**src/rtl/bitcount_pkg.sv**
```systemverilog
`default_nettype none
// +------------------------------------------------------------------+
// | bitcount_pkg: shared types and saturating add for bitcount_stream |
// | Revision: 1.0                                                     |
// +------------------------------------------------------------------+
package bitcount_pkg;

  localparam int c_data_w = 8;
  localparam int c_cnt_w  = 16;
  // Widest counter sat_add supports; callers must keep CNT_W <= c_max_w.
  localparam int c_max_w  = 32;

  typedef struct packed {
    logic [c_cnt_w-1:0] ones;
    logic [c_cnt_w-1:0] zeros;
    logic [c_cnt_w-1:0] beats;
    logic               sat;
  } result_t;

  // Result holds the clamped sum in bits [cnt_w-1:0] and the overflow flag
  // in bit cnt_w, so a (cnt_w+1)-bit cast by the caller yields {sat, sum}.
  function automatic logic [c_max_w:0] sat_add(
    input logic [c_max_w-1:0] acc,
    input logic [c_max_w-1:0] inc,
    input int unsigned        cnt_w
  );
    logic [c_max_w:0] sum;
    logic [c_max_w:0] lim;
    logic [c_max_w:0] res;
    sum = {1'b0, acc} + {1'b0, inc};
    lim = ((c_max_w+1)'(1) << cnt_w) - (c_max_w+1)'(1);
    if (sum > lim) begin
      res = lim | ((c_max_w+1)'(1) << cnt_w);
    end else begin
      res = sum;
    end
    return res;
  endfunction

endpackage
`default_nettype wire

```
**src/rtl/bitcount_stream_popcount.sv**
```systemverilog
`default_nettype none
// +------------------------------------------------------------------+
// | popcount: recursive combinational adder-tree population count    |
// | Revision: 1.0                                                     |
// +------------------------------------------------------------------+
module popcount #(
  parameter int W = 8
) (
  input  logic [W-1:0]             i_bits,
  output logic [$clog2(W+1)-1:0]   o_count
);

  localparam int c_ow   = $clog2(W+1);
  localparam int c_lo_w = W / 2;
  localparam int c_hi_w = W - (W / 2);

  generate
    if (W == 1) begin : g_leaf
      assign o_count = i_bits;
    end else begin : g_split
      logic [$clog2(c_lo_w+1)-1:0] w_lo;
      logic [$clog2(c_hi_w+1)-1:0] w_hi;

      popcount #(.W(c_lo_w)) u_lo (
        .i_bits  (i_bits[c_lo_w-1:0]),
        .o_count (w_lo)
      );

      popcount #(.W(c_hi_w)) u_hi (
        .i_bits  (i_bits[W-1:c_lo_w]),
        .o_count (w_hi)
      );

      assign o_count = c_ow'(w_lo) + c_ow'(w_hi);
    end
  endgenerate

endmodule
`default_nettype wire

```
**src/rtl/bitcount_stream.sv**
```systemverilog
`default_nettype none
// +------------------------------------------------------------------+
// | bitcount_stream: masked ones/zeros/beat counter per packet       |
// | Revision: 1.0                                                     |
// +------------------------------------------------------------------+
module bitcount_stream
  import bitcount_pkg::*;
#(
  parameter int DATA_W = 8,
  parameter int CNT_W  = 16
) (
  input  logic              clk,
  input  logic              rst,
  input  logic              clear,
  input  logic              in_valid,
  output logic              in_ready,
  input  logic [DATA_W-1:0] in_data,
  input  logic [DATA_W-1:0] in_mask,
  input  logic              in_last,
  output logic              out_valid,
  input  logic              out_ready,
  output logic [CNT_W-1:0]  out_ones,
  output logic [CNT_W-1:0]  out_zeros,
  output logic [CNT_W-1:0]  out_beats,
  output logic              out_sat
);

  localparam int c_pc_w = $clog2(DATA_W+1);

  logic [c_pc_w-1:0] w_ones_inc;
  logic [c_pc_w-1:0] w_zeros_inc;
  logic [CNT_W:0]    w_ones_sa;
  logic [CNT_W:0]    w_zeros_sa;
  logic [CNT_W:0]    w_beats_sa;
  logic              w_sat_nxt;
  logic              w_accept;

  logic [CNT_W-1:0]  r_acc_ones;
  logic [CNT_W-1:0]  r_acc_zeros;
  logic [CNT_W-1:0]  r_acc_beats;
  logic              r_acc_sat;
  logic              r_out_valid;
  logic [CNT_W-1:0]  r_out_ones;
  logic [CNT_W-1:0]  r_out_zeros;
  logic [CNT_W-1:0]  r_out_beats;
  logic              r_out_sat;

  popcount #(.W(DATA_W)) u_pc_ones (
    .i_bits  (in_data & in_mask),
    .o_count (w_ones_inc)
  );

  popcount #(.W(DATA_W)) u_pc_zeros (
    .i_bits  (~in_data & in_mask),
    .o_count (w_zeros_inc)
  );

  // Ready depends only on registered state, never on the input handshake.
  assign in_ready = !r_out_valid || out_ready;
  assign w_accept = in_valid && in_ready;

  assign w_ones_sa  = (CNT_W+1)'(sat_add(c_max_w'(r_acc_ones),  c_max_w'(w_ones_inc),  CNT_W));
  assign w_zeros_sa = (CNT_W+1)'(sat_add(c_max_w'(r_acc_zeros), c_max_w'(w_zeros_inc), CNT_W));
  assign w_beats_sa = (CNT_W+1)'(sat_add(c_max_w'(r_acc_beats), c_max_w'(1),           CNT_W));
  assign w_sat_nxt  = r_acc_sat | w_ones_sa[CNT_W] | w_zeros_sa[CNT_W] | w_beats_sa[CNT_W];

  always_ff @(posedge clk or posedge rst) begin
    if (rst) begin
      r_acc_ones  <= '0;
      r_acc_zeros <= '0;
      r_acc_beats <= '0;
      r_acc_sat   <= 1'b0;
      r_out_valid <= 1'b0;
      r_out_ones  <= '0;
      r_out_zeros <= '0;
      r_out_beats <= '0;
      r_out_sat   <= 1'b0;
    end else if (clear) begin
      r_acc_ones  <= '0;
      r_acc_zeros <= '0;
      r_acc_beats <= '0;
      r_acc_sat   <= 1'b0;
      r_out_valid <= 1'b0;
    end else begin
      if (r_out_valid && out_ready) begin
        r_out_valid <= 1'b0;
      end
      if (w_accept) begin
        if (in_last) begin
          // A new record overrides the consume above, so back-to-back results have no bubble.
          r_out_valid <= 1'b1;
          r_out_ones  <= w_ones_sa[CNT_W-1:0];
          r_out_zeros <= w_zeros_sa[CNT_W-1:0];
          r_out_beats <= w_beats_sa[CNT_W-1:0];
          r_out_sat   <= w_sat_nxt;
          r_acc_ones  <= '0;
          r_acc_zeros <= '0;
          r_acc_beats <= '0;
          r_acc_sat   <= 1'b0;
        end else begin
          r_acc_ones  <= w_ones_sa[CNT_W-1:0];
          r_acc_zeros <= w_zeros_sa[CNT_W-1:0];
          r_acc_beats <= w_beats_sa[CNT_W-1:0];
          r_acc_sat   <= w_sat_nxt;
        end
      end
    end
  end

  assign out_valid = r_out_valid;
  assign out_ones  = r_out_ones;
  assign out_zeros = r_out_zeros;
  assign out_beats = r_out_beats;
  assign out_sat   = r_out_sat;

endmodule
`default_nettype wire

```
**config.mk**
```make
export PLATFORM = sky130hd
export DESIGN_NAME = bitcount_stream
export DESIGN_NICKNAME = d
export VERILOG_FILES = /design/src/rtl/bitcount_pkg.sv /design/src/rtl/bitcount_stream_popcount.sv /design/src/rtl/bitcount_stream.sv
export SDC_FILE = /design/constraint.sdc
export NUM_CORES = 1
export LEC_CHECK = 0
export BUFFER_PORTS_ARGS = -buffer_cell sky130_fd_sc_hd__buf_2
export CAP_MARGIN = 20
export CORE_MARGIN = 2
export CORE_UTILIZATION = 55
export CTS_CLUSTER_SIZE = 12
export DETAILED_ROUTE_END_ITERATION = 6
export PLACE_DENSITY = 0.84
export SYNTH_ARGS = -nofsm -noshare
export SYNTH_HDL_FRONTEND = slang
export SYNTH_SLANG_ARGS = --single-unit
export TNS_END_PERCENT = 20
```
**constraint.sdc**
```tcl
create_clock -name clk -period 6 [get_ports clk]
set_input_delay 0.3 -clock clk [delete_from_list [all_inputs] [get_ports clk]]
set_output_delay 0.3 -clock clk [all_outputs]
set_load 0.005 [all_outputs]
```
; ---- After elaboration in Yosys (flattened, before gate mapping)
; Index checks and enable logic that the tools add are counted.
[classes]
muxes = 19
bitwise = 7
n_reduce_logical = 6
magnitude_cmp = 3
addsub = 17
[ops]
columns = operator, count
row1 = 16-bit 2-to-1 mux, 9
row2 = "17-bit by 16-bit greater-than comparator with 1-bit output, second input constant", 3
row3 = 17-bit 2-to-1 mux, 3
row4 = 16-bit by 4-bit adder with 17-bit output, 2
row5 = "16-bit by 1-bit adder with 17-bit output, second input constant", 1
row6 = 1-bit by 1-bit adder with 2-bit output, 8
row7 = 8-bit AND, 2
row8 = 2-bit by 2-bit adder with 3-bit output, 4
row9 = 3-bit by 3-bit adder with 4-bit output, 2
row10 = 8-bit inverter, 1
row11 = 1-bit 2-to-1 mux, 7
row12 = 1-bit bitwise OR, 3
row13 = 3-bit AND reduction, 1
row14 = 1-bit logical AND, 2
row15 = 2-bit nonzero test, 1
row16 = 1-bit zero test, 1
row17 = 1-bit logical OR, 1
row18 = 1-bit inverter, 1
[word_totals]
output_inout_bits = 51
in_bits = 22
regBits = 99
word_cells = 61

; ---- Depth between registers and ports, before layout
; Gate-level depths: netlist of run 1.
[logic_depth]
word_depth = 13
depth_mapped = 16
ltp_nobuf = 15

; ---- Modules after synthesis
; Synthesis of run 1 repeated with hierarchy kept, for this count alone.
[unflattened]
cells_unflattened = 698
hier_area_um2 = 6228.5
[modules_own_cells]
columns = mod, seq_area_each_um2, area_each_um2, cells_per_inst, instances
row1 = bitcount_stream, 2477.4, 5612.9, 622, 1
row2 = popcount at u_pc_ones.g_split.u_hi ..., 0.0, 51.3, 7, 4
row3 = popcount at u_pc_ones ..., 0.0, 95.1, 12, 2
row4 = popcount at u_pc_ones.g_split.u_hi.g_split.u_hi.g_split.u_hi ..., 0.0, 7.5, 1, 16
row5 = popcount at u_pc_ones.g_split.u_hi.g_split.u_hi ..., 0.0, 12.5, 1, 8

; ---- Worst setup path after synthesis of run 1
; No wires, ideal clock.
[synth_timing]
path_type = input -> register
from = input port in_mask[0]
to = register r_out_ones[9], in the netlist out_ones[9]
setup_ns = 0.076
n_path_buf = 1
required_time_ns = 5.924
setup_slack_ns = 2.058
arrival_ns = 3.866
stages = 16
path_cell_list = and2_1 > fa_1 > inv_1 > fa_1 > inv_1 > fa_1 > fa_1 > inv_1 > fa_1 > nor2b_1 > o21ai_0 > a2111o_1 > clkbuf_1 > nand4_1 > o21ai_0 > o21ai_1
[synth_via]
elab_chain_cells = 7
[synth_lines]
columns = element, line_no
row1 = from (decl), bitcount_stream.sv:18  ; input logic [DATA_W-1:0] in_mask,
row2 = 8-bit AND (*), bitcount_stream.sv:49  ; .i_bits (in_data & in_mask),
row3 = 1-bit by 1-bit adder with 2-bit output (*), bitcount_stream_popcount.sv:34  ; assign o_count = c_ow'(w_lo) + c_ow'(w_hi);
row4 = 2-bit by 2-bit adder with 3-bit output (*), bitcount_stream_popcount.sv:34
row5 = 3-bit by 3-bit adder with 4-bit output (*), bitcount_stream_popcount.sv:34
row6 = 16-bit by 4-bit adder with 17-bit output (*), bitcount_pkg.sv:30  ; sum = {1'b0, acc} + {1'b0, inc};
row7 = 17-bit by 16-bit greater-than comparator with 1-bit output, bitcount_pkg.sv:32  ; if (sum > lim) begin
row8 = 17-bit 2-to-1 mux (*), bitcount_pkg.sv:32
row9 = to (signal assigned), bitcount_stream.sv:92  ; r_out_ones <= w_ones_sa[CNT_W-1:0];
row10 = to (decl), bitcount_stream.sv:43  ; logic [CNT_W-1:0] r_out_ones;
; Mark *: on every way between the ends. The rest lies on a longest branch, timed or not.
; A chain may end at the register's enable or synchronous reset.

; ---- Worst setup path after layout of run 1
[layout_timing]
from = register r_acc_zeros[0]
to = register r_out_zeros[13], in the netlist out_zeros[13]
[layout_via]
elab_chain_cells = 3
[layout_lines]
columns = element, line_no
row1 = from (decl), bitcount_stream.sv:39  ; logic [CNT_W-1:0] r_acc_zeros;
row2 = from (signal assigned), bitcount_stream.sv:102  ; r_acc_zeros <= w_zeros_sa[CNT_W-1:0];
row3 = 16-bit by 4-bit adder with 17-bit output (*), bitcount_pkg.sv:30
row4 = 17-bit by 16-bit greater-than comparator with 1-bit output, bitcount_pkg.sv:32
row5 = 17-bit 2-to-1 mux (*), bitcount_pkg.sv:32
row6 = to (signal assigned), bitcount_stream.sv:93  ; r_out_zeros <= w_zeros_sa[CNT_W-1:0];
row7 = to (decl), bitcount_stream.sv:44  ; logic [CNT_W-1:0] r_out_zeros;
; Marked as above.

==> results of run 1 <==
==> where the power goes <==
group	total, mW	switching, mW	internal, mW
clock network	0.420	0.235	0.185
registers	0.755	0.0323	0.723
logic	0.271	0.151	0.120
total	1.45	0.419	1.03
==> routing by layer <==
| layer | global-route usage, % | share of wire (%) | vias up |
|---|---|---|---|
| li1 | - | - | 2339 |
| met1 | 35.4 | 44 | 2450 |
| met2 | 40.7 | 48 | 184 |
| met3 | 4.76 | 6.2 | 26 |
| met4 | 10.1 | 1.8 | 0 |
| met5 | 0 | 0 | - |
==> placed cells by master, fill, tap and decap left out, types with 6 or more instances in the layout <==
| master | count |
|---|---|
| dfrtp_1 | 99 |
| buf_2 | 72 |
| o21ai_0 | 71 |
| nand2_1 | 64 |
| nor2_1 | 52 |
| a21oi_1 | 50 |
| inv_1 | 25 |
| a31oi_1 | 20 |
| xnor2_1 | 18 |
| and3_1 | 16 |
| nor2b_1 | 14 |
| ha_1 | 14 |
| a21o_1 | 12 |
| clkbuf_8 | 12 |
| nand3_1 | 11 |
| nor3_1 | 11 |
| and2_1 | 11 |
| fa_1 | 10 |
| a22o_1 | 9 |
| nand2b_1 | 7 |
| o21a_1 | 7 |
| nand4_1 | 6 |
| o31ai_1 | 6 |
==> metrics by stage <==
| step | utilization (%) | power (mW) | hold WS (ps) | worst slack [ps] |
|---|---|---|---|---|
| floorplan | - | 0.927 | 412 | 2060 |
| global placement | 60.2 | 1.03 | 267 | 1510 |
| detailed placement | 60.2 | 1.04 | 271 | 1300 |
| CTS | 62.1 | 1.46 | 189 | 1400 |
| global route | 62.1 | 1.53 | 217 | 1050 |
| finish | 62.1 | 1.45 | 202 | 1370 |
==> worst max-delay path, stage by stage, from the launching register on <==
cell and delay [ps]:
dfrtp_1 420, fa_1 540, inv_1 60, fa_1 540, inv_1 60, fa_1 560
fa_1 200, inv_1 60, fa_1 420, nor2b_1 180, o31a_1 300, and2_1 190
nand3_1 450, and3_1 390, o31ai_1 180
==> Yosys cell counts (7+ instances only) <==
cell type  count
a31oi_1       20
dfrtp_1       99
xnor2_1       18
o21a_1         7
a22o_1         9
and3_1        16
nand2b_1       7
nand2_1       64
ha_1          14
o21ai_0       71
clkbuf_1      27
nand3_1       11
fa_1          10
and2_1        11
a21o_1        12
inv_1         26
a21oi_1       51
buf_2          7
nor2b_1       14
nor3_1        11
nor2_1        53
==> state kept, by name, summed over array words and instances (netlist names) <==
signal / flops
r_acc_zeros: 16
out_valid: 1
out_beats: 16
r_acc_beats: 16
out_zeros: 16
r_acc_sat: 1
out_sat: 1
r_acc_ones: 16
out_ones: 16
==> worst max-delay path by stage <==
stage                                 end  slack (ps)  cells past startpoint            from
after global routing      r_acc_zeros[13]        1050                     14  r_acc_zeros[0]
final                       out_zeros[13]        1370                     14  r_acc_zeros[0]
after CTS                   out_zeros[13]        1400                     14  r_acc_zeros[0]
after global placement    r_acc_zeros[13]        1510                     16      in_mask[0]
after floorplan               out_ones[9]        2060                     16      in_mask[0]
after detailed placement  r_acc_zeros[13]        1300                     16      in_mask[0]
==> logic make-up after synthesis <==
kind of cell / share of synthesized area, %
DFF: 43.5
muxes: 0.352
buffers and inverters: 4.31
adders and majority gates: 6.59
xor gates and xnor gates: 3.54
and+or+nand+nor: 19.6
AOI/OAI and AO/OA: 22.1
==> area by class of cell <==
type | count | area, um^2 | share of cell area (%)
Multi-Input combinational cell | 471 | 2990 | 47.3
Sequential cell | 99 | 2480 | 39.1
Timing Repair Buffer | 77 | 400 | 6.33
Tap cell | 136 | 170 | 2.69
Clock buffer | 13 | 169 | 2.67
Inverter | 26 | 100 | 1.58
Clock inverter | 3 | 21.3 | 0.336
==> what timing repair did <==
item                      in CTS  in global routing
setup buffers                  0                  0
hold buffers                   1                  0
hold endpoints to repair      22                  0
==> flow_summary.yaml, run 1 <==
routing:
  vias: 4999
  avgRoutedWirePerCell_um: 16.5
  drt_iter0_markers: 331
  dr.pass1.iters: 5
  route.detailed.drc: 0
  vias_per_cell: 6.06
  ant_nets: 0
  routed_wl_um: 13600
global_route:
  grt_pass1_wl_um: 23100
  grt_overflow: 0
  antenna_found_initial: 0
  grt_max_degree: 78
  grtUsageTotal_pct: 25.8
  first_global_vias: 4745
synth:
  yosys.area.top_type: "dfrtp_1"
  synth_cell_types: 55
  synth_top_area_share_pct: 43.5
  syn_inst: 632
  synth-edff-count: 0
  yosys_warnings: 0
  ys_async_sr_fraction_pct: 100
  ys.flop_type: "dfrtp_1"
  synthesis.nets: 678
  synth.area.top_cells: "dfrtp_1, o21ai_0, a21oi_1"
  ys_ff_latch: 99
  syn_avg_cell_area_um2: 9.01
  synth_seq_area_share_pct: 43.5
  syn-cell-area_um2: 5690
die:
  die_area_um2: 11200
  fp.dieW_um: 106
  die_y_um: 106
  initial_utilization_pct: 55.9
  boundaryPins: 73
  row_count: 37
  core_um2: 10200
finish:
  final_cells: 825
  nFillCells: 852
  syn2layout_area_growth_pct: 11.1
  fin_nets: 730
  n_antenna_cell: 0
  stdcell_area_um2: 6330
  drive_gt1_share_pct: 15.1
power:
  p_leak_nw: 2.89
  ir_worst_vdd_uv: 151
  p_per_area_nw_per_um2: 229
clock_tree:
  cts_root_buf: "clkbuf_8"
  clk_latency_ps: 390
  cts_buffers: 9
  clock_sinks: 99
  clkTransAtPathRegs_ps: 90
  clockBufferDepth: 2
  ctsResizeCount: 0
  tritoncts: "yes"
  htreeDepth: 3
sta:
  max_slew_margin_pct: 35.0
  slew_violations: 0
  skew_ps: 13.1
  setup_violations: 0
  fin_crit_ps: 4630
  tns_ps: 0
  hold_viol: 0
  worstMarginPinSlew_ps: 973
  rsz0062_at_grt: "false"
  min_period_over_period_pct: 77.2
  clock.fmax_ghz: 0.216
min_path:
  hold_end: "out_valid"
  min-delay-path-class: "in -> reg"
  worstHoldPathCells: 2
  min-delay-start: "clear"
status:
  status: "complete, no violations"
setup_path:
  end_kind: "register"
  r2r_end: "out_zeros[13]"
  cp.arrival_ps: 4920
  r2r-start: "r_acc_zeros[0]"
  cp_data_required_time_ps: 6290
  critPathMaxFanout: 17
  crit_type: "reg -> reg"
  r2r_cells: 14
  ff2ff_setup_slack_ps: 1370
  start_kind: "register"
place:
  dpl_cell_area_um2: 6130
  dp_cells: 808
  port_buffers: 72
  place_congestion: 0.912
  dp_hpwl_um: 9510
run:
  maxCapViolations: 0
(Power assumes the default switching activity.)
==> run 2, diff against run 1 <==
==> constraint.sdc (replaced) <==
create_clock -name clk -period 4.6 [get_ports clk]
set_input_delay 0.23 -clock clk [delete_from_list [all_inputs] [get_ports clk]]
set_output_delay 0.23 -clock clk [all_outputs]
set_load 0.005 [all_outputs]
==> flow_summary.yaml, run 2 (synthesis gave the netlist of run 1 again) <==
die:
  row_count: 37
  fp.dieW_um: 106
  initial_utilization_pct: 55.9
  die_area_um2: 11200
  boundaryPins: 73
  core_um2: 10200
  die_y_um: 106
setup_path:
  cp.arrival_ps: 4610
  ff2ff_setup_slack_ps: 260
  r2r-start: "r_acc_zeros[0]"
  max_stage_delay_ps: 570
  crit_family: "adder cells"
  cp.buffers_inverters: 3
  cp_cell_sequence: "fa_1, inv_1, fa_1, inv_1, fa_1, fa_1, inv_1, fa_1, nor2b_1, o31a_1, and2_1, nand3_2, and3_1, a211oi_1"
  r2r_end: "r_acc_zeros[13]"
  cp_data_required_time_ps: 4870
  start_kind: "register"
  end_kind: "register"
  crit_top_cell: "fa_1"
  critPathSlowestCell: "fa_1"
  crit_type: "reg -> reg"
  critPathMaxFanout: 13
  r2r_cells: 14
power:
  p_leak_nw: 2.93
  p_total_mw: 1.97
  p_per_area_nw_per_um2: 308
  ir_worst_vdd_uv: 165
routing:
  ant_nets: 0
  routed_wl_um: 14000
  vias: 5015
  vias_per_cell: 6.06
  route.detailed.drc: 0
  dr.pass1.iters: 5
  avgRoutedWirePerCell_um: 17.0
  drt_iter0_markers: 397
sta:
  tns_ps: 0
  setup_ws_ps: 260
  whs_ps: 136
  clock.fmax_ghz: 0.230
  min_period_over_period_pct: 94.3
  slew_violations: 0
  hold_viol: 0
  skew_ps: 11.0
  setup_violations: 0
  fin_crit_ps: 4340
  rsz0062_at_grt: "false"
  worstMarginPinSlew_ps: 1000
  max_slew_margin_pct: 33.2
place:
  pre_cts_ws_ps: 45.4
  port_buffers: 72
  dp_hpwl_um: 10000
  place_congestion: 0.923
finish:
  layout_common_cells: "dfrtp_1, buf_2, o21ai_0, nand2_1, nor2_1"
  drive_gt1_share_pct: 15.8
  final_common_cell: "dfrtp_1"
  syn2layout_area_growth_pct: 12.2
  multi_input_area_um2: 3000
  seqCellArea_um2: 2480
  nFillCells: 865
  post-route-util_pct: 62.7
  fin_nets: 733
  n_antenna_cell: 0
status:
  status: "complete, no violations"
clock_tree:
  clockBufferDepth: 2
  tritoncts: "yes"
  clock_sinks: 99
  clkTransAtPathRegs_ps: 90
  clk_latency_ps: 380
  htreeDepth: 3
  cts_buffers: 9
  cts_root_buf: "clkbuf_8"
global_route:
  grt_pass1_wl_um: 23900
  grt_max_degree: 56
  first_global_vias: 4984
  grtUsageTotal_pct: 26.4
  grt_overflow: 0
  antenna_found_initial: 0
run:
  maxCapViolations: 0
min_path:
  hold_end: "out_valid"
  min-delay-start: "clear"
  min-delay-path-class: "in -> reg"
  worstHoldPathCells: 2
==> run 2: worst max-delay path by stage <==
stage,cells past startpoint,slack (ps),to,startpoint
floorplan,15,680,r_acc_zeros[1],r_acc_zeros[0]
global placement,16,330,r_acc_zeros[13],in_mask[0]
detailed placement,16,50,r_acc_zeros[13],in_mask[0]
CTS,14,140,r_acc_zeros[13],r_acc_zeros[0]
global route,14,10,r_acc_zeros[13],r_acc_zeros[0]
finish,14,260,r_acc_zeros[13],r_acc_zeros[0]
==> run 2: worst reg2reg max path, cell delays in order (launching register included) <==
cell and delay (ps):
dfrtp_1 420, fa_1 540, inv_1 60, fa_1 530
inv_1 60, fa_1 570, fa_1 210, inv_1 70
fa_1 410, nor2b_1 170, o31a_1 230, and2_1 210
nand3_2 230, and3_1 280, a211oi_1 240
==> run 2: area by class of cell <==
cell class	instances	area share [%]
well taps	136	2.66
inverters	26	1.57
multi-input cells	471	46.9
clock inverters	6	1.35
clock buffers	10	2.15
flip-flops and latches	99	38.8
repair buffers	80	6.62
==> run 2: where the power goes <==
group	switching (mW)	internal [mW]	leakage [nW]
registers	0.0441	0.943	1.31
clock network	0.308	0.321	0.113
logic	0.197	0.156	1.51
==> run 2: through the flow <==
| step | instance area (um^2) | std cells |
|---|---|---|
| 3_3_place_gp | 6140 | 810 |
| 4_1_cts | 6380 | 827 |
| 3_5_place_dp | 6140 | 810 |
| 2_1_floorplan | 5690 | 632 |
| 5_1_grt | 6390 | 828 |
| 6_report | 6390 | 828 |
==> run 2: metal layers <==
layer  vias up  track usage (%)  part of all wire [%]
li1       2352                -                     -
met5         -                0                     0
met4         0             10.6                   2.6
met3        34             3.59                   6.0
met2       197             43.9                    49
met1      2432             35.1                    42
==> run 2: repair_timing <==
item,CTS,global route
setup endpoints to repair,0,5
buffers inserted,0,1
resized for setup,0,1
hold endpoints to repair,44,0
hold buffers,1,0
==> run 3, diff against run 2 <==
==> constraint.sdc (replaced) <==
create_clock -name clk -period 5.3 [get_ports clk]
set_input_delay 0.265 -clock clk [delete_from_list [all_inputs] [get_ports clk]]
set_output_delay 0.265 -clock clk [all_outputs]
set_load 0.005 [all_outputs]
==> flow_summary.yaml, run 3 (synthesis gave the netlist of run 1 again) <==
status:
  status: "complete, no violations"
sta:
  tns_ps: 0
  fin_crit_ps: 4570
  worstMarginPinSlew_ps: 973
  slew_violations: 0
  max_slew_margin_pct: 35.1
  skew_ps: 12.0
  setup_violations: 0
  clock.fmax_ghz: 0.219
  min_period_over_period_pct: 86.3
  whs_ps: 183
  hold_viol: 0
  rsz0062_at_grt: "false"
setup_path:
  r2r_end: "out_zeros[13]"
  r2r_cells: 14
  crit_path_end: "out_zeros[13]"
  startpoint: "r_acc_zeros[0]"
  start_kind: "register"
  critPathMaxFanout: 17
  ff2ff_setup_slack_ps: 730
  crit_type: "reg -> reg"
  end_kind: "register"
  r2r-start: "r_acc_zeros[0]"
  cp.arrival_ps: 4850
  cp_data_required_time_ps: 5570
global_route:
  grt_max_degree: 78
  antenna_found_initial: 0
  grt_pass1_wl_um: 23200
  grtUsageTotal_pct: 25.8
  grt_overflow: 0
  first_global_vias: 4854
clock_tree:
  clk_latency_ps: 370
  cts_setup_buffers: 0
  clkTransAtPathRegs_ps: 100
  tritoncts: "yes"
  ctsResizeCount: 0
  cts_buffers: 9
  clock_sinks: 99
  clockBufferDepth: 2
  cts_root_buf: "clkbuf_8"
  htreeDepth: 3
finish:
  post-route-util_pct: 62.1
  layout_common_cells: "dfrtp_1, buf_2, o21ai_0, nand2_1, nor2_1"
  fin_nets: 730
  stdcell_area_um2: 6320
  final_common_cell: "dfrtp_1"
  syn2layout_area_growth_pct: 11.1
  n_antenna_cell: 0
  drive_gt1_share_pct: 14.9
place:
  dpl_cell_area_um2: 6130
  dp_hpwl_um: 9770
  place_congestion: 0.921
  port_buffers: 72
run:
  maxCapViolations: 0
power:
  ir_worst_vdd_uv: 135
  p_per_area_nw_per_um2: 259
  p_total_mw: 1.64
  p_leak_nw: 2.90
routing:
  routed_wl_um: 13800
  drt_iter0_markers: 376
  dr.pass1.iters: 5
  route.detailed.drc: 0
  vias: 4932
  ant_nets: 0
  vias_per_cell: 5.98
  avgRoutedWirePerCell_um: 16.8
die:
  row_count: 37
  core_um2: 10200
  die_area_um2: 11200
  die_y_um: 106
  boundaryPins: 73
  initial_utilization_pct: 55.9
  fp.dieW_um: 106
min_path:
  min-delay-path-class: "in -> reg"
==> run 3: final cells by class <==
cell class / count / area, um^2
sequential: 99 / 2480
clock buffer: 11 / 131
timing repair buffer: 77 / 400
tap: 136 / 170
inverter: 26 / 100
fill: 888 / 3860
clock inverter: 5 / 53.8
multi-input combinational: 471 / 2990
==> run 3: worst min path at each step <==
stage / from / end / slack, ps / depth (start not counted)
global placement: rst / out_beats[15] / 230 / 2
global route: clear / out_valid / 200 / 2
CTS: clear / out_valid / 180 / 2
floorplan: clear / out_valid / 380 / 1
finish: clear / out_valid / 180 / 2
detailed placement: rst / out_beats[6] / 240 / 2
==> run 3: timing repair <==
action	in CTS	in global routing
hold endpoints to repair	22	0
hold buffers	1	0
endpoints found under the setup margin	0	0
==> run 3: per-stage QoR <==
stage / setup slack, ps / std cells
after CTS: 717 / 825
after global placement: 850 / 808
after detailed placement: 608 / 808
final: 728 / 825
after floorplan: 1380 / 632
after global routing: 384 / 825
==> run 3: metal layers <==
metal,GRT usage [%],up-vias,wire length [um]
met2,42.0,160,6600
met3,2.66,32,704
met5,0,-,0
met4,11.3,0,388
li1,-,2350,-
met1,35.1,2390,6130
==> run 3: power by group <==
| part | switching, mW | internal (mW) |
|---|---|---|
| combinational | 0.170 | 0.134 |
| clock | 0.264 | 0.218 |
| sequential | 0.0365 | 0.818 |
| total | 0.470 | 1.17 |
==> run 3: critical path, stage by stage, from the launching register on <==
cell,delay [ps]
dfrtp_1,420
fa_1,550
inv_1,70
fa_1,540
inv_1,60
fa_1,570
fa_1,200
inv_1,60
fa_1,390
nor2b_1,190
o31a_1,260
and2_1,180
nand3_1,430
and3_1,390
o31ai_1,180
